### src/rtl/led_pattern_sequencer.sv
// LED pattern sequencer: merges CPU direct LED writes with autonomous
// static/blink/rotate/bounce steps onto the LED register write port.
module led_pattern_sequencer #(
  parameter logic [31:0] CFG_BASE = 32'h0000_8100,
  parameter logic [31:0] LED_ADDR = 32'h0000_8000,
  parameter int unsigned CNT_W    = 24
) (
  input  logic        clk,
  input  logic        rst_n,
  input  logic [31:0] cpu_addr,
  input  logic [31:0] cpu_wdata,
  input  logic        cpu_we,
  input  logic [3:0]  cpu_be,
  output logic [31:0] cpu_rdata,
  output logic        led_we_o,
  output logic [3:0]  led_be_o,
  output logic [31:0] led_wdata_o,
  output logic        busy_o
);

  typedef enum logic [1:0] {
    S_IDLE = 2'd0,
    S_LOAD = 2'd1,
    S_EMIT = 2'd2,
    S_RUN  = 2'd3
  } state_t;

  localparam logic [31:0] A_CTRL = CFG_BASE;
  localparam logic [31:0] A_PER  = CFG_BASE + 32'd4;
  localparam logic [31:0] A_PAT  = CFG_BASE + 32'd8;
  localparam logic [31:0] A_STAT = CFG_BASE + 32'd12;
  localparam logic [CNT_W-1:0] ONE = CNT_W'(1);

  state_t            state_q, state_d;
  logic [2:0]        ctrl_q, ctrl_d;
  logic [CNT_W-1:0]  per_q, per_d;
  logic [15:0]       pcfg_q, pcfg_d;
  logic [15:0]       pat_q, pat_d;
  logic [15:0]       frame_q, frame_d;
  logic [CNT_W-1:0]  cnt_q, cnt_d;
  logic              dir_q, dir_d;
  logic              phase_q, phase_d;
  logic              pend_q, pend_d;
  logic              blank_q, blank_d;
  logic              led_we_q, led_we_d;
  logic [3:0]        led_be_q, led_be_d;
  logic [31:0]       led_wdata_q, led_wdata_d;

  logic              en;
  logic [1:0]        mode;
  logic              wr_full;
  logic              led_hit;
  logic [CNT_W-1:0]  per_eff;
  logic              last;
  logic [15:0]       step_frame;
  logic              step_dir;
  logic              step_phase;
  logic              emit_fire;
  logic [15:0]       emit_frame;

  assign en      = ctrl_q[0];
  assign mode    = ctrl_q[2:1];
  assign wr_full = cpu_we && (cpu_be == 4'b1111);
  assign led_hit = cpu_we && (cpu_addr == LED_ADDR);
  assign per_eff = (per_q == '0) ? ONE : per_q;
  assign last    = (cnt_q >= per_eff - ONE);

  always_comb begin
    step_frame = frame_q;
    step_dir   = dir_q;
    step_phase = phase_q;
    unique case (mode)
      2'b00: step_frame = frame_q;
      2'b01: begin
        step_phase = ~phase_q;
        step_frame = phase_q ? 16'h0000 : pat_q;
      end
      2'b10: step_frame = {frame_q[14:0], frame_q[15]};
      2'b11: begin
        if (!dir_q && frame_q[15]) begin
          step_dir   = 1'b1;
          step_frame = frame_q >> 1;
        end else if (dir_q && frame_q[0]) begin
          step_dir   = 1'b0;
          step_frame = frame_q << 1;
        end else begin
          step_frame = dir_q ? (frame_q >> 1) : (frame_q << 1);
        end
      end
      default: step_frame = frame_q;
    endcase
  end

  always_comb begin
    state_d     = state_q;
    ctrl_d      = ctrl_q;
    per_d       = per_q;
    pcfg_d      = pcfg_q;
    pat_d       = pat_q;
    frame_d     = frame_q;
    cnt_d       = cnt_q;
    dir_d       = dir_q;
    phase_d     = phase_q;
    pend_d      = pend_q;
    blank_d     = blank_q;
    led_we_d    = 1'b0;
    led_be_d    = led_be_q;
    led_wdata_d = led_wdata_q;
    emit_fire   = 1'b0;
    emit_frame  = frame_q;

    if (wr_full) begin
      if (cpu_addr == A_CTRL) ctrl_d = cpu_wdata[2:0];
      if (cpu_addr == A_PER)  per_d  = cpu_wdata[CNT_W-1:0];
      if (cpu_addr == A_PAT)  pcfg_d = cpu_wdata[15:0];
    end

    unique case (state_q)
      S_IDLE: if (en) state_d = S_LOAD;
      S_LOAD: begin
        pat_d   = pcfg_q;
        frame_d = pcfg_q;
        cnt_d   = '0;
        dir_d   = 1'b0;
        phase_d = 1'b1;
        blank_d = 1'b0;
        state_d = S_EMIT;
      end
      S_EMIT: begin
        if (led_hit) begin
          pend_d = 1'b1;
        end else begin
          emit_fire = 1'b1;
          pend_d    = 1'b0;
          cnt_d     = '0;
          if (blank_q || !en) begin
            emit_frame = 16'h0000;
            frame_d    = 16'h0000;
            blank_d    = 1'b0;
            state_d    = S_IDLE;
          end else begin
            state_d = S_RUN;
          end
        end
      end
      S_RUN: begin
        if (!en) begin
          frame_d = 16'h0000;
          blank_d = 1'b1;
          cnt_d   = '0;
          state_d = S_EMIT;
        end else if (last) begin
          frame_d = step_frame;
          dir_d   = step_dir;
          phase_d = step_phase;
          cnt_d   = '0;
          state_d = S_EMIT;
        end else begin
          cnt_d = cnt_q + ONE;
        end
      end
      default: state_d = S_IDLE;
    endcase

    // CPU direct writes own the port; a colliding step write waits in EMIT
    if (led_hit) begin
      led_we_d    = 1'b1;
      led_be_d    = cpu_be;
      led_wdata_d = cpu_wdata;
    end else if (emit_fire) begin
      led_we_d    = 1'b1;
      led_be_d    = 4'b0011;
      led_wdata_d = {16'h0000, emit_frame};
    end
  end

  always_ff @(posedge clk) begin
    if (!rst_n) begin
      state_q     <= S_IDLE;
      ctrl_q      <= '0;
      per_q       <= '0;
      pcfg_q      <= '0;
      pat_q       <= '0;
      frame_q     <= '0;
      cnt_q       <= '0;
      dir_q       <= 1'b0;
      phase_q     <= 1'b1;
      pend_q      <= 1'b0;
      blank_q     <= 1'b0;
      led_we_q    <= 1'b0;
      led_be_q    <= '0;
      led_wdata_q <= '0;
    end else begin
      state_q     <= state_d;
      ctrl_q      <= ctrl_d;
      per_q       <= per_d;
      pcfg_q      <= pcfg_d;
      pat_q       <= pat_d;
      frame_q     <= frame_d;
      cnt_q       <= cnt_d;
      dir_q       <= dir_d;
      phase_q     <= phase_d;
      pend_q      <= pend_d;
      blank_q     <= blank_d;
      led_we_q    <= led_we_d;
      led_be_q    <= led_be_d;
      led_wdata_q <= led_wdata_d;
    end
  end

  always_comb begin
    cpu_rdata = 32'h0;
    if (cpu_addr == A_CTRL) cpu_rdata = {29'h0, ctrl_q};
    if (cpu_addr == A_PER)  cpu_rdata = {{(32-CNT_W){1'b0}}, per_q};
    if (cpu_addr == A_PAT)  cpu_rdata = {16'h0, pcfg_q};
    if (cpu_addr == A_STAT) begin
      cpu_rdata = {27'h0, dir_q, pend_q, state_q, en};
    end
  end

  assign led_we_o    = led_we_q;
  assign led_be_o    = led_be_q;
  assign led_wdata_o = led_wdata_q;
  assign busy_o      = (state_q != S_IDLE);

endmodule

### config.mk
export PLATFORM = sky130hd
export DESIGN_NAME = led_pattern_sequencer
export DESIGN_NICKNAME = d
export VERILOG_FILES = /design/src/rtl/led_pattern_sequencer.sv
export SDC_FILE = /design/constraint.sdc
export NUM_CORES = 1
export LEC_CHECK = 0
export ABC_AREA = 1
export ABC_CLOCK_PERIOD_IN_PS = 2900
export CORE_AREA = 2 2 136 138
export DETAILED_ROUTE_END_ITERATION = 10
export DIE_AREA = 0 0 138 140
export PLACE_DENSITY = 0.76
export SETUP_SLACK_MARGIN = 0.15
export SLEW_MARGIN = 10
export SYNTH_ARGS = -nofsm -noshare
export SYNTH_HDL_FRONTEND = slang
export SYNTH_SLANG_ARGS = --single-unit
### constraint.sdc
create_clock -name clk -period 2.9 [get_ports clk]
set_input_delay 0.58 -clock clk [delete_from_list [all_inputs] [get_ports clk]]
set_output_delay 0.58 -clock clk [all_outputs]
set_load 0.1 [all_outputs]
==> results.py <==
metrics = {
    "critical_path": {
        "critPathLaunchType": "flip-flop",
        "rr_endpoint": "frame_q[12]",
        "cp-end-kind": "flip-flop",
        "r2r_start": "per_q[16]",
        "worst_r2r_path_depth": 19,
        "path_class": "flip-flop to flip-flop",
        "rrSetupSlack_ns": -0.39,
        "cp.required_ns": 3.24,
        "crit_fanout": 5,
        "arrival_ns": 3.63,
    },
    "place": {
        "gp_congestion": 0.935,
        "placed_cells": 1698,
        "placed_area_mm2": 0.0107,
        "port_buffers": 132,
        "dp_slack_ns": -0.523,
        "hpwl_um": 20400,
    },
    "sta": {
        "rsz0062_at_grt": "yes",
        "worst_pin_slew_ns": 0.699,
        "setup_viol": 44,
        "fin_crit_sh_pct": 113,
        "period_minus_slack_ns": 3.29,
        "skew_ns": 0.0153,
        "slew-limit-headroom_pct": 53.3,
        "finalSetupTns_ns": -15.36,
        "hold_ws_ns": 0.462,
        "fin_ws_ns": -0.390,
        "hold_violations": 0,
        "fmax_mhz": 304,
        "drv_slew": 0,
    },
    "floorplan": {
        "start_util_pct": 48.1,
        "die_w_um": 138,
        "num_io_pins": 141,
        "rows": 49,
        "die-area_mm2": 0.0193,
        "core_area_mm2": 0.0178,
        "dieHeight_um": 140,
    },
    "synthesis": {
        "synth_area_mm2": 0.00856,
        "synth_top_area_share_pct": 33.2,
        "ys_warn_count": 0,
        "ys_seq_area_share_pct": 33.2,
        "avgSynthCellArea_um2": 6.49,
        "synth_top_area_cell": "dfxtp_1",
        "yosys-top-cells-area": "dfxtp_1 (33%), nand2_1 (13%), nor2_1 (10%)",
        "synth.distinct_cells": 53,
        "synth_edf_count": 0,
        "synth_flop_cell": "dfxtp_1",
        "ys_ff_latch": 142,
        "synthCells": 1319,
        "async_reset_ff_share_pct": 0,
    },
    "layout": {
        "final_cell_count_no_fill": 1762,
        "fin_util_pct": 67.9,
        "syn_to_final_growth_pct": 41.0,
        "fin_area_mm2": 0.0121,
        "insertedDiodeCount": 0,
        "final_nets": 1622,
        "layout-drive-gt1-share_pct": 26.4,
    },
    "route": {
        "detail-route-antenna-nets": 0,
        "drt-total-wl_um": 29800,
        "drt-wirelength-per-cell_um": 16.9,
        "drt-vias-per-instance": 5.47,
        "drc": 0,
        "vias": 9630,
        "drt_iter0_markers": 875,
        "firstDrtPassIters": 5,
    },
    "power_and_ir_drop": {
        "powerDensity_mw_per_mm2": 580,
        "power.leakage_nw": 5.11,
        "power_mw": 7.00,
        "peakVddDrop_v": 0.000536,
    },
    "grt": {
        "busiest_layer": "met2",
        "grt.met1_usage_pct": 35.8,
        "antenna_found_initial": 0,
        "use_met2_pct": 51.2,
        "grt_max_degree": 37,
        "grt_pass1_vias": 9261,
        "track_usage_pct": 29.7,
        "grt_overflow": 0,
        "grt_pass1_wl_um": 46500,
        "gr-usage-met3_pct": 5.50,
    },
    "cts": {
        "clkTransAtPathRegs_ns": 0.06,
        "cts_inserted_buffers": 17,
        "clk_latency_ns": 0.44,
        "cts_root_buffer": "clkbuf_16",
        "cts_tree": "done",
        "cts_buffer_depth": 2,
        "cts_max_level": 4,
        "cts.sinks": 142,
    },
    "hold_path": {
        "min_to": "pat_q[12]",
        "min_path_cells": 2,
        "min_path_type": "flip-flop to flip-flop",
        "hp-start": "pat_q[12]",
    },
    "status": {
        "violations": "negative setup slack",
        "status": "finished with violations",
    },
    "run": {
        "maxCapViolCount": 0,
    },
}
==> report_power, final <==
group | leakage [nW] | switching (mW) | internal (mW)
Combinational | 3.67 | 1.64 | 0.746
Clock | 0.284 | 0.931 | 1.28
Sequential | 1.16 | 0.221 | 2.18
Total | 5.11 | 2.79 | 4.21
==> cells by family (layout without fill, tap and decap cells) <==
| logic type | Yosys count | count (layout) | synth area share, % |
|---|---|---|---|
| and+or+nand+nor | 665 | 669 | 33.4 |
| adders and majority gates | 31 | 31 | 4.53 |
| DFF | 142 | 142 | 33.2 |
| buffers and inverters | 230 | 433 | 11.8 |
| xor gates and xnor gates | 22 | 22 | 2.25 |
| other | 1 | 8 | 0.0438 |
| AOI/OAI and AO/OA | 228 | 228 | 14.8 |
==> per-layer routing <==
metal,routed length [µm],up-vias
li1,-,4649
met5,0,-
met3,1940,118
met2,14600,388
met4,1460,0
met1,11800,4475
==> area by class of cell <==
class	instances	area (µm²)
clock inverters	14	158
flip-flops and latches	142	2870
repair buffers	236	2270
inverters	165	667
clock buffers	18	429
fillers	1438	5710
well taps	229	287
multi-input cells	958	5390
==> worst max-delay path by stage <==
stage	from	endpoint	cells past startpoint
after global placement	per_q[18]	frame_q[5]	23
after global routing	per_q[20]	frame_q[0]	25
after CTS	per_q[16]	frame_q[1]	25
after detailed placement	per_q[18]	frame_q[13]	24
after floorplan	per_q[16]	frame_q[9]	25
final	per_q[16]	frame_q[12]	19
==> worst max-delay path, stage by stage (launching register included) <==
cell     delay, ns
dfxtp_2       0.33
nor2_2        0.14
nand2_2       0.09
nor4_4        0.23
nand3_2       0.13
buf_4         0.15
buf_4         0.12
nand3_1       0.18
nor2_1        0.12
xor2_1        0.16
ha_1          0.35
a21oi_1       0.17
o21ai_1       0.10
nor2_2        0.17
nand4_4       0.24
buf_12        0.22
nand3_4       0.10
nand2_1       0.07
nand2_1       0.06
nor2_1        0.04
==> cell usage in the layout (no fill, tap or decap), drive strengths merged, types with 10 or more instances in the layout <==
| cell | instances |
|---|---|
| nand2 | 306 |
| nor2 | 237 |
| buf | 168 |
| inv | 158 |
| dfxtp | 142 |
| o21ai | 107 |
| a21oi | 69 |
| nand3 | 67 |
| clkdlybuf4s50 | 37 |
| clkbuf | 36 |
| ha | 31 |
| nand4 | 26 |
| nor3 | 18 |
| xor2 | 16 |
| a31oi | 16 |
| clkinvlp | 12 |
| o211ai | 10 |
| o22ai | 10 |
==> state kept, by name, indices dropped and copies added, names as in the netlist, 2 cells and up <==
register	flops
per_q	24
frame_q	16
ctrl_q	3
led_wdata_o	32
pat_q	16
state_q	2
pcfg_q	16
cnt_q	24
led_be_o	4
==> cells in the mapped netlist, types with 2 or more instances <==
cell type and count:
nand3_2 5, nor2_2 5, nand2_2 3, o21ai_1 12
a21oi_1 68, xnor2_1 6, nor4_1 6, nand3_1 59
nor3_1 15, o21bai_1 2, a31oi_1 16, nand4_1 25
dfxtp_1 142, nand2_4 4, a31o_2 2, ha_1 31
nand3b_1 3, nand2_1 298, o22ai_1 10, o221ai_1 2
buf_1 3, clkbuf_1 22, clkinv_1 2, o211ai_1 10
nor3b_2 2, nor3_2 3, o21ai_0 94, buf_2 16
inv_1 157, inv_2 5, xor2_1 16, buf_4 13
nor2_4 2, o2111ai_1 3, buf_6 10, nor2_1 229
a22o_1 2
==> what timing repair did <==
| action | in CTS | in global routing |
|---|---|---|
| setup endpoints to repair | 68 | 68 |
| gates resized for setup | 119 | 104 |
| pin swaps | 54 | 53 |
| setup buffers | 21 | 6 |
| cloned | 3 | 2 |
| hold buffers | 0 | 0 |
No activity file was read; power rests on OpenSTA's default activity.
